--- src/rtl/cdb_arbiter_pkg.sv ---
// Shared definitions for the common data bus arbiter: source encodings
// and the round-robin grant decision.
package cdb_arbiter_pkg;

    localparam logic CDB_SRC_ALU = 1'b0;
    localparam logic CDB_SRC_MEM = 1'b1;

    // Memory wins when it is the only candidate, or when both compete and
    // the ALU was the previous contested winner.
    function automatic logic cdb_grant_mem(input logic alu_v,
                                           input logic mem_v,
                                           input logic last_grant);
        return mem_v && (!alu_v || (last_grant == CDB_SRC_ALU));
    endfunction

endpackage

--- src/rtl/cdb_fifo.sv ---
// Small per-source result queue. Head is read combinationally; a push and
// a pop in the same cycle are allowed even when the queue is full.
module cdb_fifo #(
    parameter int W     = 36,
    parameter int DEPTH = 2
) (
    input  logic                     clk,
    input  logic                     rst,
    input  logic                     clear,
    input  logic                     push,
    input  logic                     pop,
    input  logic [W-1:0]             din,
    output logic [W-1:0]             head,
    output logic [$clog2(DEPTH):0]   count,
    output logic                     full
);

    localparam int AW = $clog2(DEPTH);
    localparam int CW = AW + 1;

    logic [W-1:0]  store [DEPTH];
    logic [AW-1:0] rd_ptr;
    logic [AW-1:0] wr_ptr;
    logic          push_ok;

    assign full    = (count == CW'(DEPTH));
    assign push_ok = push && (!full || pop);
    assign head    = store[rd_ptr];

    // Pointer and occupancy bookkeeping; pointers wrap at DEPTH.
    always_ff @(posedge clk) begin
        if (rst || clear) begin
            rd_ptr <= '0;
            wr_ptr <= '0;
            count  <= '0;
        end else begin
            if (push_ok) wr_ptr <= wr_ptr + AW'(1);
            if (pop)     rd_ptr <= rd_ptr + AW'(1);
            count <= count + CW'(push_ok) - CW'(pop);
        end
    end

    // Payload storage carries no reset; occupancy decides what is valid.
    always_ff @(posedge clk) begin
        if (push_ok && !rst && !clear) store[wr_ptr] <= din;
    end

endmodule

--- src/rtl/cdb_arbiter.sv ---
// Merges ALU and load results onto one registered broadcast bus. Each
// source has a short queue with same-cycle bypass; contested cycles are
// resolved round-robin.
module cdb_arbiter
    import cdb_arbiter_pkg::*;
#(
    parameter int XLEN           = 32,
    parameter int ROB_SIZE_WIDTH = 4,
    parameter int DEPTH          = 2
) (
    input  logic                      clk,
    input  logic                      rst,
    input  logic                      flush,
    input  logic                      alu_ready,
    input  logic [XLEN-1:0]           alu_res,
    input  logic [ROB_SIZE_WIDTH-1:0] alu_id,
    input  logic                      mem_data_ready,
    input  logic [XLEN-1:0]           mem_data,
    input  logic [ROB_SIZE_WIDTH-1:0] mem_id,
    output logic                      alu_full,
    output logic                      mem_full,
    output logic                      cdb_ready,
    output logic [XLEN-1:0]           cdb_val,
    output logic [ROB_SIZE_WIDTH-1:0] cdb_id,
    output logic                      cdb_src,
    output logic                      cdb_overflow
);

    localparam int EW = XLEN + ROB_SIZE_WIDTH;
    localparam int CW = $clog2(DEPTH) + 1;

    logic [EW-1:0] alu_head, mem_head;
    logic [CW-1:0] alu_cnt, mem_cnt;
    logic          alu_nonempty, mem_nonempty;
    logic          alu_cand_v_p0, mem_cand_v_p0;
    logic [EW-1:0] alu_cand_p0, mem_cand_p0;
    logic          grant_mem_p0, grant_alu_p0, contested_p0;
    logic          alu_pop, mem_pop, alu_push, mem_push;
    logic          alu_drop, mem_drop;
    logic          last_grant;

    cdb_fifo #(.W(EW), .DEPTH(DEPTH)) u_alu_q (
        .clk   (clk),
        .rst   (rst),
        .clear (flush),
        .push  (alu_push && !flush),
        .pop   (alu_pop && !flush),
        .din   ({alu_res, alu_id}),
        .head  (alu_head),
        .count (alu_cnt),
        .full  (alu_full)
    );

    cdb_fifo #(.W(EW), .DEPTH(DEPTH)) u_mem_q (
        .clk   (clk),
        .rst   (rst),
        .clear (flush),
        .push  (mem_push && !flush),
        .pop   (mem_pop && !flush),
        .din   ({mem_data, mem_id}),
        .head  (mem_head),
        .count (mem_cnt),
        .full  (mem_full)
    );

    // Candidate selection (queue head before bypass), grant, and queue control.
    always_comb begin
        alu_nonempty  = (alu_cnt != '0);
        mem_nonempty  = (mem_cnt != '0);
        alu_cand_v_p0 = alu_nonempty || alu_ready;
        mem_cand_v_p0 = mem_nonempty || mem_data_ready;
        alu_cand_p0   = alu_nonempty ? alu_head : {alu_res, alu_id};
        mem_cand_p0   = mem_nonempty ? mem_head : {mem_data, mem_id};
        grant_mem_p0  = cdb_grant_mem(alu_cand_v_p0, mem_cand_v_p0, last_grant);
        grant_alu_p0  = alu_cand_v_p0 && !grant_mem_p0;
        contested_p0  = alu_cand_v_p0 && mem_cand_v_p0;
        alu_pop       = grant_alu_p0 && alu_nonempty;
        mem_pop       = grant_mem_p0 && mem_nonempty;
        // An input is pushed unless it was broadcast directly as a bypass.
        alu_push      = alu_ready && !(grant_alu_p0 && !alu_nonempty);
        mem_push      = mem_data_ready && !(grant_mem_p0 && !mem_nonempty);
        alu_drop      = alu_push && alu_full && !alu_pop;
        mem_drop      = mem_push && mem_full && !mem_pop;
    end

    // ---- stage p1: registered broadcast, round-robin state, overflow flag ----
    always_ff @(posedge clk) begin
        if (rst) begin
            cdb_ready    <= 1'b0;
            cdb_val      <= '0;
            cdb_id       <= '0;
            cdb_src      <= CDB_SRC_ALU;
            cdb_overflow <= 1'b0;
            last_grant   <= CDB_SRC_ALU;
        end else if (flush) begin
            cdb_ready <= 1'b0;
        end else begin
            cdb_ready <= alu_cand_v_p0 || mem_cand_v_p0;
            if (grant_mem_p0) begin
                {cdb_val, cdb_id} <= mem_cand_p0;
                cdb_src           <= CDB_SRC_MEM;
            end else if (grant_alu_p0) begin
                {cdb_val, cdb_id} <= alu_cand_p0;
                cdb_src           <= CDB_SRC_ALU;
            end
            if (contested_p0) last_grant <= grant_mem_p0;
            if (alu_drop || mem_drop) cdb_overflow <= 1'b1;
        end
    end

endmodule

--- config.mk ---
export PLATFORM = sky130hd
export DESIGN_NAME = cdb_arbiter
export DESIGN_NICKNAME = d
export VERILOG_FILES = /design/src/rtl/cdb_arbiter_pkg.sv /design/src/rtl/cdb_fifo.sv /design/src/rtl/cdb_arbiter.sv
export SDC_FILE = /design/constraint.sdc
export NUM_CORES = 1
export LEC_CHECK = 0
export BUFFER_PORTS_ARGS = -buffer_cell sky130_fd_sc_hd__buf_4
export CORE_MARGIN = 2
export CORE_UTILIZATION = 57
export CTS_CLUSTER_DIAMETER = 40
export DETAILED_ROUTE_END_ITERATION = 8
export HOLD_SLACK_MARGIN = 0.03
export PLACE_DENSITY = 0.92
export SYNTH_ARGS = -nofsm -noshare
export SYNTH_HDL_FRONTEND = slang
export SYNTH_SLANG_ARGS = --single-unit
--- constraint.sdc ---
create_clock -name clk -period 6.2 [get_ports clk]
set_input_delay 0.62 -clock clk [delete_from_list [all_inputs] [get_ports clk]]
set_output_delay 0.62 -clock clk [all_outputs]
set_load 0.01 [all_outputs]
==> summary.md <==
| Metric | Value |
|---|---|
| Status | finished, final reports clean |
| Worst Hold Class | in2reg |
| Nets | 764 |
| Count of pins over their slew limit | 0 |
| Clock Skew | 0.009210 ns |
| Cts repair resizes | 0 |
| Hold slack | 0.3739 ns |
| P per Cell Area | 294.1 nW/um^2 |
| CP delay by family, top | simple AND/OR/NAND/NOR gates |
| Vias/cell | 6.546 |
| Crit path max-delay cell type | dfxtp_1 |
| Crit end category | register |
| Via count | 5734 |
| Layout area overhead | 19.03% |
| Asr flop ratio synth | 0 |
| Die Area | 15120 um^2 |
| Setup TNS | 0 ns |
| Crit path launch | u_alu_q.count[1] |
| PortBufs | 117 |
| Syn_area_per_cell | 13.58 um^2 |
| Synth top area share | 0.5361 |
| Number of synthesized flops with an enable pin | 144 |
| Total track usage | 0.2742 |
| Post-synthesis sequential area ratio | 0.6602 |
| Routed Antenna Nets | 0 |
| Minimum clock period | 3.781 ns |
| Grt total ovfl | 0 |
| Reg2Reg Launch Point | u_alu_q.count[1] |
| Tcrit/Tclk final | 0.6099 |
| Worst path max stage delay | 0.89 ns |
| Cells after Synth | 594 |
| Data required time of the critical path | 6.29 ns |
| Final hold vios | 0 |
| DRC errors left | 0 |
| Mapped Nets | 675 |
| CP arrival | 3.88 ns |
| Wire per inst | 23.11 um |
| # rows | 43 |
| CP cell instances | or2_2 -> mux2i_1 -> or2_2 -> nor3b_2 -> buf_4 |
| Synth top area cells | edfxtp_1, dfxtp_1, mux2i_1 |
| Chip height | 123.0 um |
| Leakage | 3.318 nW |
| Max clock buf depth | 2 |
| Synth warnings | 0 |
| CTS Sinks | 194 |
| Seq cells post-synth | 194 |
| CP startpoint kind | register |
| Largest net degree at the start of global routing | 59 |
| Relative slew slack | 0.1858 |
| Worst skew pair latency | 0.44 ns |
| Yosys top cell by area | edfxtp_1 |
| RSZ-0062 raised after global routing | false |
| FMAX | 264.4 MHz |
| Initial antenna violation count | 0 |
| Core box area | 13830 um^2 |
| Tightest Pin Transition | 1.221 ns |
| Starting DRT DRC Count | 673 |
| Crit path buffers/inverters | 1 |
| Cts hold-fix bufs | 0 |
| Reg clk slew, reported paths | 0.06 ns |
| Cell with the most instances on the worst path | or2_2 |
| CTS root buf | clkbuf_16 |
| Vias in the first global route | 5620 |
| # diodes | 0 |
| Ports | 118 |
| Overall power | 2.824 mW |
| Starting Density | 0.5834 |
| Max Cap Violations | 0 |
| Place WS | 2.506 ns |
| Share of cells above drive strength 1 | 0.2672 |
| Cell variety after synth | 44 |
| Mapped Area | 8066 um^2 |
| Final worst slack | 2.419 ns |
| DP HPWL | 12770 um |
| Detailed-route wire length | 20250 um |
| GPL Wtd Cong | 0.8408 |
| CP Class | reg2reg |
| CTS Buf Count | 17 |
| H-tree depth | 4 |
| # Post-CTS Setup Buffers | 0 |
| VDD IR max | 211.0 uV |
| Final Setup Violations | 0 |
| Crit path max fanout | 24 |
| Die Width | 123.0 um |
| CTS tree | done |
| First-pass GRT wire length | 30560 um |
| Critical hold path startpoint | alu_id[1] |
| Ys flop type | edfxtp_1 |
| First-pass iteration count of the detailed router | 6 |
==> worst reg2reg max path: cells and delay by family (launching register included) <==
family / cells / cell delay (ns)
flops: 1 / 0.89
mux: 1 / 0.19
simple gates: 3 / 1.84
buf+inv: 1 / 0.51
==> worst paths after layout <==
check | slack [ns] | cells after the start | to
worst max-delay path | 2.42 | 5 | u_alu_q.store[1][30]
worst max register to register | 2.42 | 5 | u_alu_q.store[1][30]
worst min register to register | 0.50 | 2 | cdb_id[3]
worst min-delay path | 0.37 | 1 | u_alu_q.store[0][1]
==> metrics by stage <==
| step | util | instances | cell area, um^2 |
|---|---|---|---|
| 6_report | 0.6944 | 876 | 9602 |
| 5_1_grt | 0.6944 | 876 | 9602 |
| 4_1_cts | 0.6944 | 876 | 9602 |
| 3_5_place_dp | 0.6515 | 844 | 9009 |
| 3_3_place_gp | 0.6515 | 844 | 9009 |
| 2_1_floorplan | - | 594 | 8066 |
==> where the power goes <==
part	total [mW]	internal, mW	switching (mW)
clock	1.13	0.676	0.454
combinational	0.249	0.112	0.137
sequential	1.45	1.42	0.0210
==> per-layer routing <==
layer | vias to the layer above | GRT usage | share of wire
met4 | 0 | 0.1358 | 0.032
met2 | 336 | 0.4413 | 0.51
met1 | 2846 | 0.3599 | 0.38
met3 | 55 | 0.05120 | 0.079
met5 | - | 0 | 0
li1 | 2497 | - | -
==> state kept, by name (all words and copies together), names as in the netlist, named ones only <==
register and cells:
u_alu_q.store 72, u_mem_q.store 72, cdb_val 32, cdb_id 4, u_alu_q.count 2, u_mem_q.count 2, cdb_overflow 1, cdb_ready 1
cdb_src 1, last_grant 1, u_alu_q.rd_ptr 1, u_alu_q.wr_ptr 1, u_mem_q.rd_ptr 1, u_mem_q.wr_ptr 1
==> cells in the final DEF, fill, tap and decap left out, drive strengths merged <==
| cell | Yosys | layout |
|---|---|---|
| mux2i | 53 | 53 |
| or2 | 5 | 5 |
| nor3b | 2 | 2 |
| a21boi | 1 | 1 |
| a21oi | 40 | 40 |
| a311oi | 2 | 2 |
| a222oi | 18 | 18 |
| nor2 | 46 | 46 |
| and3 | 2 | 2 |
| o31ai | 2 | 2 |
| nand3b | 1 | 1 |
| inv | 9 | 9 |
| a221oi | 15 | 15 |
| dfxtp | 50 | 50 |
| nand2b | 2 | 2 |
| o31a | 1 | 1 |
| nor2b | 3 | 3 |
| a21o | 1 | 1 |
| a22oi | 1 | 1 |
| o311ai | 1 | 1 |
| or3 | 3 | 3 |
| clkinv | 0 | 2 |
| nand2 | 9 | 9 |
| o211ai | 3 | 3 |
| clkbuf | 23 | 26 |
| mux2 | 21 | 21 |
| xnor2 | 5 | 5 |
| edfxtp | 144 | 144 |
| xor2 | 2 | 2 |
| or3b | 1 | 1 |
| buf | 29 | 122 |
| ha | 4 | 4 |
| a32oi | 2 | 2 |
| o21ai | 2 | 2 |
| nor3 | 37 | 37 |
| and2 | 3 | 3 |
| a211oi | 51 | 51 |
| bufinv | 0 | 4 |
==> final cells by class <==
class / instances / area [um^2]
multi-input combinational: 339 / 2506
timing repair buffer: 122 / 915.9
inverter: 9 / 33.78
tap: 180 / 225.2
clock inverter: 6 / 133.9
clock buffer: 26 / 459.2
sequential: 194 / 5328
fill: 865 / 4225
==> synthesized netlist by cell type (15+ instances only) <==
library cell	n
edfxtp_1	144
mux2i_1	53
a211oi_1	51
dfxtp_1	50
nor2_1	45
a21oi_1	39
nor3_1	36
clkbuf_1	23
mux2_2	21
buf_2	20
a222oi_1	18
a221oi_1	15
==> kinds of logic (layout without fill, tap and decap cells) <==
| family | after synthesis | count (layout) | share of synthesized area |
|---|---|---|---|
| AO/OA/AOI/OAI | 140 | 140 | 0.1275 |
| adder cells (fa/ha/maj) | 4 | 4 | 0.006205 |
| XOR/XNOR | 7 | 7 | 0.007601 |
| buffers and inverters | 61 | 163 | 0.03521 |
| flip-flops | 194 | 194 | 0.6602 |
| multiplexers | 74 | 74 | 0.09508 |
| AND/OR/NAND/NOR | 114 | 114 | 0.06825 |
Note: power is estimated with default switching activity, not from simulation.
